<file path="config.mk">
export PLATFORM = sky130hd
export DESIGN_NAME = kdf_seq_ctrl
export DESIGN_NICKNAME = d
export VERILOG_FILES = /design/src/rtl/kdf_seq_pkg.sv /design/src/rtl/kdf_seq_ctrl_sat_counter.sv /design/src/rtl/kdf_seq_ctrl.sv
export SDC_FILE = /design/constraint.sdc
export NUM_CORES = 1
export LEC_CHECK = 0
export BUFFER_PORTS_ARGS = -buffer_cell sky130_fd_sc_hd__buf_2
export CAP_MARGIN = 30
export CORE_AREA = 4 4 212 214
export DETAILED_ROUTE_END_ITERATION = 7
export DIE_AREA = 0 0 216 218
export GPL_ROUTABILITY_DRIVEN = 0
export MAX_ROUTING_LAYER = met4
export SLEW_MARGIN = 25
export SYNTH_ARGS = -nofsm -noshare
export SYNTH_HDL_FRONTEND = slang
export SYNTH_SLANG_ARGS = --single-unit
</file>
<file path="constraint.sdc">
create_clock -name clk -period 2.6 [get_ports clk]
set_input_delay 0.39 -clock clk [delete_from_list [all_inputs] [get_ports clk]]
set_output_delay 0.39 -clock clk [all_outputs]
set_load 0.05 [all_outputs]
</file>
<file path="src/rtl/kdf_seq_pkg.sv">
// Shared types and default widths for the KDF request sequencer.
package kdf_seq_pkg;

    typedef enum logic [1:0] {
        IDLE = 2'd0,
        LOAD = 2'd1,
        RUN  = 2'd2,
        DONE = 2'd3
    } kdf_state_t;

    localparam int DEF_SALT_W     = 64;
    localparam int DEF_COUNT_W    = 32;
    localparam int DEF_PWD_W      = 32;
    localparam int DEF_KEY_W      = 128;
    localparam int DEF_CYC_W      = 32;
    localparam int DEF_RST_CYCLES = 2;
    localparam int DEF_TIMEOUT    = 1000000;

    // Counter width able to hold the value n (at least one bit).
    function automatic int cnt_width(input int n);
        return (n > 1) ? $clog2(n + 1) : 1;
    endfunction

endpackage

</file>
<file path="src/rtl/kdf_seq_ctrl_sat_counter.sv">
// Up-counter with synchronous clear and enable that sticks at all-ones.
module sat_counter #(
    parameter int W = 8
) (
    input  logic         clk,
    input  logic         rst_n,
    input  logic         clr,
    input  logic         en,
    output logic [W-1:0] cnt
);

    // Clear has priority; count only while below the all-ones ceiling.
    always_ff @(posedge clk or negedge rst_n) begin
        if (!rst_n) begin
            cnt <= '0;
        end else if (clr) begin
            cnt <= '0;
        end else if (en && (cnt != '1)) begin
            cnt <= cnt + 1'b1;
        end
    end

endmodule

</file>
<file path="src/rtl/kdf_seq_ctrl.sv">
// Request sequencer for the Hirose-PRESENT KDF core: accepts one request,
// pulses the core reset, runs it to end_signal and returns the key plus the
// measured latency.
// Optional feature macro: KDF_SEQ_TIMEOUT_EN (RUN-state timeout).
//
// state | meaning
// IDLE  | ready for a request, core held in reset
// LOAD  | operands latched, core reset held for RST_CYCLES cycles
// RUN   | core released, latency counting, waiting for end
// DONE  | result presented until the consumer takes it
module kdf_seq_ctrl
    import kdf_seq_pkg::*;
#(
    parameter int SALT_W         = DEF_SALT_W,
    parameter int COUNT_W        = DEF_COUNT_W,
    parameter int PWD_W          = DEF_PWD_W,
    parameter int KEY_W          = DEF_KEY_W,
    parameter int CYC_W          = DEF_CYC_W,
    parameter int RST_CYCLES     = DEF_RST_CYCLES,
    parameter int TIMEOUT_CYCLES = DEF_TIMEOUT
) (
    input  logic               clk,
    input  logic               rst_n,
    input  logic               req_valid_i,
    output logic               req_ready_o,
    input  logic [SALT_W-1:0]  salt_i,
    input  logic [COUNT_W-1:0] count_i,
    input  logic [PWD_W-1:0]   pwd_i,
    output logic               kdf_rst_o,
    output logic [SALT_W-1:0]  kdf_salt_o,
    output logic [COUNT_W-1:0] kdf_count_o,
    output logic [PWD_W-1:0]   kdf_pwd_o,
    input  logic               kdf_end_i,
    input  logic [KEY_W-1:0]   kdf_key_i,
    output logic               key_valid_o,
    input  logic               key_ready_i,
    output logic [KEY_W-1:0]   key_o,
    output logic [CYC_W-1:0]   cycles_o,
    output logic               timeout_o,
    output logic               busy_o
);

    localparam int RST_W = cnt_width(RST_CYCLES);
    localparam logic [RST_W-1:0] RST_LAST = RST_W'(RST_CYCLES - 1);

    // Elaboration-time parameter sanity.
    if (RST_CYCLES < 1) begin : g_bad_rst_cycles
        $error("kdf_seq_ctrl: RST_CYCLES must be at least 1");
    end
    if (TIMEOUT_CYCLES < 1) begin : g_bad_timeout
        $error("kdf_seq_ctrl: TIMEOUT_CYCLES must be at least 1");
    end

    kdf_state_t       state_q;
    kdf_state_t       state_d;
    logic             accept;
    logic             rst_done;
    logic             end_hit;
    logic             to_hit;
    logic             capture;
    logic [RST_W-1:0] rst_cnt;
    logic [CYC_W-1:0] lat_cnt;

    assign accept   = (state_q == IDLE) && req_valid_i;
    assign rst_done = (state_q == LOAD) && (rst_cnt == RST_LAST);
    assign end_hit  = (state_q == RUN) && kdf_end_i;
`ifdef KDF_SEQ_TIMEOUT_EN
    localparam logic [CYC_W-1:0] TO_LAST = CYC_W'(TIMEOUT_CYCLES - 1);
    // End on the same cycle as the limit wins, hence the !kdf_end_i term.
    assign to_hit   = (state_q == RUN) && !kdf_end_i && (lat_cnt == TO_LAST);
`else
    assign to_hit   = 1'b0;
`endif
    assign capture  = end_hit || to_hit;

    // Reset-pulse length: restarts at accept, advances through LOAD.
    sat_counter #(.W(RST_W)) u_rst_cnt (
        .clk   (clk),
        .rst_n (rst_n),
        .clr   (accept),
        .en    (state_q == LOAD),
        .cnt   (rst_cnt)
    );

    // Core latency: zero on the first RUN cycle, frozen once end is seen.
    sat_counter #(.W(CYC_W)) u_lat_cnt (
        .clk   (clk),
        .rst_n (rst_n),
        .clr   (rst_done),
        .en    ((state_q == RUN) && !kdf_end_i),
        .cnt   (lat_cnt)
    );

    // State register.
    always_ff @(posedge clk or negedge rst_n) begin
        if (!rst_n) begin
            state_q <= IDLE;
        end else begin
            state_q <= state_d;
        end
    end

    // Next-state and state-decoded outputs; the core sits in reset outside RUN.
    always_comb begin
        state_d     = state_q;
        req_ready_o = 1'b0;
        kdf_rst_o   = 1'b1;
        key_valid_o = 1'b0;
        busy_o      = 1'b1;
        case (state_q)
            IDLE: begin
                req_ready_o = 1'b1;
                busy_o      = 1'b0;
                if (req_valid_i) state_d = LOAD;
            end
            LOAD: begin
                if (rst_done) state_d = RUN;
            end
            RUN: begin
                kdf_rst_o = 1'b0;
                if (capture) state_d = DONE;
            end
            DONE: begin
                key_valid_o = 1'b1;
                if (key_ready_i) state_d = IDLE;
            end
            default: state_d = IDLE;
        endcase
    end

    // Operand latch, updated only when a request is accepted.
    always_ff @(posedge clk or negedge rst_n) begin
        if (!rst_n) begin
            kdf_salt_o  <= '0;
            kdf_count_o <= '0;
            kdf_pwd_o   <= '0;
        end else if (accept) begin
            kdf_salt_o  <= salt_i;
            kdf_count_o <= count_i;
            kdf_pwd_o   <= pwd_i;
        end
    end

    // Result capture; holds until the next capture so data is stable in DONE.
    always_ff @(posedge clk or negedge rst_n) begin
        if (!rst_n) begin
            key_o    <= '0;
            cycles_o <= '0;
        end else if (end_hit) begin
            key_o    <= kdf_key_i;
            cycles_o <= lat_cnt;
        end else if (to_hit) begin
            key_o    <= '0;
            cycles_o <= lat_cnt;
        end
    end

`ifdef KDF_SEQ_TIMEOUT_EN
    // Timeout flag qualifies the most recent capture.
    always_ff @(posedge clk or negedge rst_n) begin
        if (!rst_n) begin
            timeout_o <= 1'b0;
        end else if (capture) begin
            timeout_o <= to_hit;
        end
    end
`else
    assign timeout_o = 1'b0;
`endif

endmodule
</file>
==> results of run 1 <==
==> final cells by class <==
type / count / area (µm²)
fillers: 4126 / 25200
flip-flops and latches: 324 / 8110
multi-input cells: 479 / 4440
repair buffers: 580 / 3150
clock buffers: 57 / 1110
well taps: 585 / 732
clock inverters: 10 / 80.1
inverters: 9 / 33.8
diodes: 10 / 25.0
==> power by group through the flow <==
stage	Clock [mW]	Combinational, mW	Sequential, mW
2_1_floorplan	0	3.22	15.7
3_3_place_gp	0	14.3	8.31
3_5_place_dp	0	14.4	8.41
4_1_cts	5.24	14.4	8.37
5_1_grt	5.48	14.9	8.65
6_report	5.07	14.3	8.36
==> path summary, 6_finish.rpt <==
| check | end | depth (start not counted) | from |
|---|---|---|---|
| setup / recovery | u_lat_cnt.cnt[26] | 7 | state_q[0] |
| min in group asynchronous | kdf_salt_o[31] | 2 | rst_n |
| max in group asynchronous | kdf_salt_o[36] | 3 | rst_n |
| hold reg to reg | cycles_o[21] | 2 | cycles_o[21] |
| hold / removal | key_o[44] | 2 | kdf_key_i[44] |
| setup reg to reg | u_lat_cnt.cnt[26] | 7 | state_q[0] |
==> critical path: stages, from the launching register on <==
cell	delay, ps
dfrtp_1	410
inv_1	100
ha_1	300
and2b_1	280
nand2_1	170
a211o_1	380
or4_1	490
a21oi_1	150
==> placed cells by master, fill, tap and decap left out, drive strengths merged, types with 5 or more instances in the layout <==
| cell | n |
|---|---|
| nand3 | 15 |
| and4 | 7 |
| nand4 | 7 |
| and3 | 7 |
| inv | 11 |
| o21ai | 16 |
| diode | 10 |
| o31ai | 6 |
| or4 | 11 |
| buf | 579 |
| ha | 7 |
| clkinv | 6 |
| or3 | 10 |
| mux2 | 286 |
| nand2 | 30 |
| nand2b | 6 |
| a21oi | 21 |
| nor4 | 5 |
| clkbuf | 57 |
| nor2 | 11 |
| dfrtp | 324 |
==> timing repair <==
action,4_1_cts,5_1_grt
buffers inserted,0,0
endpoints found under the hold margin,63,0
hold buffers,1,0
==> stage by stage <==
stage	worst slack (ps)	hold slack, ps	util
2_1_floorplan	403	94.4	-
4_1_cts	222	40.0	0.412
3_5_place_dp	248	437	0.384
3_3_place_gp	306	438	0.384
6_report	235	83.3	0.412
5_1_grt	71.8	55.2	0.412
==> synth_stat cells (all sizes together), types with 2 or more instances <==
| master | instances |
|---|---|
| o211ai | 2 |
| inv | 9 |
| o21ai | 16 |
| and2 | 2 |
| dfrtp | 324 |
| or2 | 2 |
| xnor2 | 2 |
| mux2i | 3 |
| mux2 | 286 |
| nor3 | 3 |
| xor2 | 2 |
| nor2 | 11 |
| a211oi | 2 |
| nand3 | 15 |
| clkbuf | 36 |
| nand4 | 7 |
| nand2b | 6 |
| nand2 | 30 |
| a21oi | 21 |
| or4 | 11 |
| o41ai | 2 |
| or3 | 10 |
| o311ai | 3 |
| buf | 6 |
| ha | 7 |
| o31ai | 6 |
| and3 | 7 |
| nor4 | 5 |
| and4 | 7 |
==> flip-flops by register name, summed over array words and instances (netlist names) <==
name / cells
kdf_pwd_o: 32
key_o: 128
state_q: 2
cycles_o: 32
kdf_count_o: 32
u_rst_cnt.cnt: 2
u_lat_cnt.cnt: 32
kdf_salt_o: 64
==> metal layers <==
| layer | global-route usage | wire [µm] |
|---|---|---|
| met3 | 0.0529 | 3050 |
| met2 | 0.267 | 19400 |
| met4 | 0.0574 | 989 |
| met5 | - | 0 |
| met1 | 0.178 | 14200 |
==> cell families after synthesis <==
logic type / share of synthesized area
AO/OA/AOI/OAI: 0.0292
multiplexers: 0.255
buffers and inverters: 0.0168
XOR/XNOR: 0.00275
adder cells (fa/ha/maj): 0.00687
AND/OR/NAND/NOR: 0.0527
flip-flops: 0.636
other: 0.000294
==> metrics.yaml, run 1 <==
global_route:
  grt_pass1_wl_um: 57500
  grt.total_usage: 0.159
  grt_max_degree: 76
  antenna_found_initial: 10
  grt_pass1_vias: 9938
  grt-ovfl-total: 0
yosys:
  post_synth.cell_area_avg_um2: 14.9
  syn_area_um2: 12700
  synthCells: 854
  synth_edf_count: 0
  yosys_warnings: 0
  synth_largest_area_cell: "dfrtp_1"
  synth_cell_type_count: 45
  synthTopCellsByArea: "dfrtp_1 (64%), mux2_2 (25%), clkbuf_1 (1.1%), nand2_1 (0.88%), a21oi_1 (0.82%)"
  ys_ff_latch: 324
  ys_async_sr_fraction: 1.00
  yosysSeqAreaShare: 0.636
  synth_fp_nets: 1122
  synth-main-ff-cell: "dfrtp_1"
  netlist.area_leader.share: 0.636
clocking:
  h-tree-depth: 2
  cts_buffers: 38
  cts_buffer_depth: 3
  clk_latency_ps: 540
  clkTransAtPathRegs_ps: 60
  cts_root_buf: "clkbuf_16"
  cts_resized: 0
  cts_tree: "done"
  cts.sinks: 324
timing:
  fmaxAchievable_ghz: 0.423
  hold_viol: 0
  drv_slew: 0
  rsz0062_at_grt: "no"
  skew_ps: 20.0
  setup_viol: 0
  maxSlewHeadroom: 0.554
  min_period_over_period: 0.910
  min_period_ps: 2360
  tightest_slew_ps: 662
  setup-tns-final_ps: 0
run:
  max_cap_viol_count: 0
floorplan:
  placeableCoreArea_um2: 42900
  row_count: 76
  die_y_um: 218
  die_w_um: 216
  dieArea_um2: 47100
  io_pins: 554
  initial_core_util: 0.297
place:
  dp_hpwl_um: 29100
  place_area_um2: 16400
  dp.cells: 1976
  portBuffers: 552
pwr:
  power_mw: 27.7
  ir_drop_uv: 1170
  p_leak_nw: 8.66
  clkPwrFrac: 0.183
  switchingPower_mw: 13.6
  sequentialPowerShare: 0.302
  cellInternalPower_mw: 14.1
  powerDensity_nw_per_um2: 1570
  switching_share: 0.490
  combPwrFrac: 0.515
routing:
  wire_per_inst_um: 18.3
  postRouteAntennaNets: 0
  drt_iter0_markers: 416
  viasPerCell: 4.50
  vias: 9237
  drtPass1Iterations: 5
  drt-total-wl_um: 37700
  drc: 0
cells_and_area:
  nNetsFinal: 1700
  fin_cells: 2054
  postLayoutCellArea_um2: 17700
  syn2layout_area_growth_pct: 38.7
  drive_gt1_frac: 0.637
worst_setup_path:
  critPathMaxFanout: 12
  critPathRequiredTime_ps: 3070
  crit_arrival_ps: 2830
  endpoint_kind: "flop"
  rrSetupSlack_ps: 240
  worstSetupPathType: "flop to flop"
  startpoint_type: "flop"
status:
  outcome: "finished clean"
min_path:
  hold_path.class: "input port to flop"
No activity file was read; power rests on OpenSTA's default activity.
==> inputs of run 2 (changes only) <==
REMOVE_ABC_BUFFERS = 1   (was default)
==> run 2 against run 1 <==
- clock-buffer cell count stayed put
- clock skew shrank 1.3 ps
- design area shrank 0.14%
- critical path depth unchanged
- non-clock buffer count fell by 1
- global-route usage down 0.24 points
- sequential cell count unchanged
- critical endpoint unchanged
- highest routed layer unchanged
- first-iteration DRC count rose by 30%
- worst hold slack barely moved
- fmax is 3.8% higher
- final cell count fell by 0.34%
- combinational power hardly changed
==> metrics.yaml, run 2 (synthesis gave the netlist of run 1 again) <==
run:
  max_cap_viol_count: 0  # unchanged
clocking:
  h-tree-depth: 2  # unchanged
  cts_tree: "done"
  cts_buffer_depth: 3  # unchanged
  cts.sinks: 324  # unchanged
  clk_latency_ps: 540  # about the same
  clkTransAtPathRegs_ps: 60  # about the same
  cts_root_buf: "clkbuf_16"
  cts_setup_buffers: 0  # unchanged
  cts_resized: 0  # unchanged
  cts_hold_buf: 1  # unchanged
  cts_buffers: 38  # unchanged
cells_and_area:
  final_cell_mix: "buf_2 (551), dfrtp_1 (324), mux2_2 (286), clkbuf_16 (39), nand2_1 (28)"
  nNetsFinal: 1699  # -0.059%
  syn2layout_area_growth_pct: 38.5
  final_util: 0.412  # -0.000583
  largest_register: "key_o"
  drive_gt1_frac: 0.637  # about the same
  largest_reg_flops: 128  # unchanged
  largest_registers: "key_o x128, kdf_salt_o x64"
  fin_cells: 2047  # -0.34%
  final_common_cell: "buf_2"
worst_setup_path:
  critPathSlowestCell: "or4_1"
  crit_family: "simple AND/OR/NAND/NOR gates"
  critPathRequiredTime_ps: 3060  # about the same
  worstSetupPathType: "flop to flop"
  endpoint_kind: "flop"
  worstPathCellList: "inv_1 -> ha_1 -> and2b_1 -> nand2_1 -> a211o_1 -> or4_1 -> a21oi_1"
  startpoint_type: "flop"
  max_stage_delay_ps: 500  # about the same
  reg2reg_depth: 7  # unchanged
  critPathMaxFanout: 12  # unchanged
  critPathBufInv: 1  # unchanged
  crit_arrival_ps: 2740  # -90 ps
  cp.depth: 7  # unchanged
timing:
  tightest_slew_ps: 625  # -37.2 ps
  setup_viol: 0  # unchanged
  min_period_ps: 2280  # -86.7 ps
  skew_ps: 18.6  # -1.32 ps
  maxSlewHeadroom: 0.579  # +0.0251
  min_period_over_period: 0.876  # -0.0333
  fmaxAchievable_ghz: 0.439  # +3.8%
  rsz0062_at_grt: "no"
  setup_ws_ps: 322  # +86.7 ps
  fin_hold_ws_ps: 83.3  # -0.00260 ps
  hold_viol: 0  # unchanged
  drv_slew: 0  # unchanged
floorplan:
  row_count: 76  # unchanged
  placeableCoreArea_um2: 42900  # unchanged
  dieArea_um2: 47100  # unchanged
  die_w_um: 216  # unchanged
  initial_core_util: 0.297  # unchanged
  die_y_um: 218  # unchanged
  io_pins: 554  # unchanged
routing:
  wire_per_inst_um: 18.3  # -0.42%
  vias: 9180  # -0.62%
  top_layer_used: "met4"
  wl_met2_um: 18800  # -3.1%
  drt_iter0_markers: 542  # +30%
  drc: 0  # unchanged
  drt-total-wl_um: 37400  # -0.76%
  wl_met3_um: 3000  # -1.6%
  viasPerCell: 4.48  # -0.28%
  drtPass1Iterations: 4  # -1
  wl_met1_um: 14500  # +1.7%
  postRouteAntennaNets: 0  # unchanged
pwr:
  powerDensity_nw_per_um2: 1570  # +0.40%
  ir_drop_uv: 1120  # -4.5%
  p_leak_nw: 8.67  # about the same
place:
  place_ws_ps: 343  # +95.4 ps
  dp.cells: 1975  # -0.051%
  dp_hpwl_um: 28600  # -1.9%
  portBuffers: 552  # unchanged
min_path:
  hold_path.class: "input port to flop"
  min_delay_path_depth: 2  # unchanged
global_route:
  grt_max_degree: 84  # +11%
  grt-ovfl-total: 0  # unchanged
  grt_pass1_wl_um: 56900  # -1.1%
  antenna_found_initial: 5  # -5
  grt.total_usage: 0.157  # -0.00241
  grt_pass1_vias: 9680  # -2.6%
status:
  outcome: "finished clean"
[run 2: cell count changes in the layout (fill, tap and decap cells not counted)]
cell / previous run / this run
bufinv_16: 0 / 2
diode_2: 10 / 5
clkbuf_8: 7 / 8
inv_6: 1 / 2
clkinvlp_4: 2 / 0
clkinv_4: 4 / 0
buf_12: 13 / 10
buf_4: 14 / 16
clkbuf_1: 11 / 10
clkinv_2: 2 / 5
inv_8: 1 / 0
[run 2: layout make-up]
class                           count  area [µm²]
Tap cell                          585         732
Inverter                            9        33.8
Clock inverter                      9         103
Sequential cell                   324        8110
Fill cell                        4071       25200
Clock buffer                       57        1120
Antenna cell                        5        12.5
Timing Repair Buffer              579        3100
Multi-Input combinational cell    479        4440
[run 2: metrics by stage]
stage	power (mW)	cell area [µm²]	setup TNS (ps)
after floorplan	19.2	12600	-569460
after detailed placement	22.7	16400	0
after global routing	29.1	17700	0
after CTS	28.1	17600	0
after global placement	22.5	16400	0
final	27.8	17700	0
[run 2: routing by layer]
metal	vias up	global-route usage
met2	304	0.257
li1	4223	-
met1	4592	0.181
met3	61	0.0502
met4	0	0.0587
met5	-	-
[run 2: power by group]
part / switching, mW / internal, mW
Combinational: 10.3 / 3.89
Clock: 2.06 / 3.18
Sequential: 1.09 / 7.25
Total: 13.4 / 14.3
[run 2: final timing paths]
path	from	endpoint	slack (ps)
max	state_q[0]	u_lat_cnt.cnt[26]	320
min	kdf_key_i[67]	key_o[67]	80
max reg2reg	state_q[0]	u_lat_cnt.cnt[26]	320
min reg2reg	cycles_o[21]	cycles_o[21]	480
max in group asynchronous	rst_n	kdf_count_o[29]	1400
min in group asynchronous	rst_n	key_o[105]	340
[run 2: worst reg2reg max path: stages, from the launching register on]
cell     delay (ps)
dfrtp_1         410
inv_1           110
ha_1            330
and2b_1         200
nand2_1         130
a211o_1         380
or4_1           510
a21oi_1         150
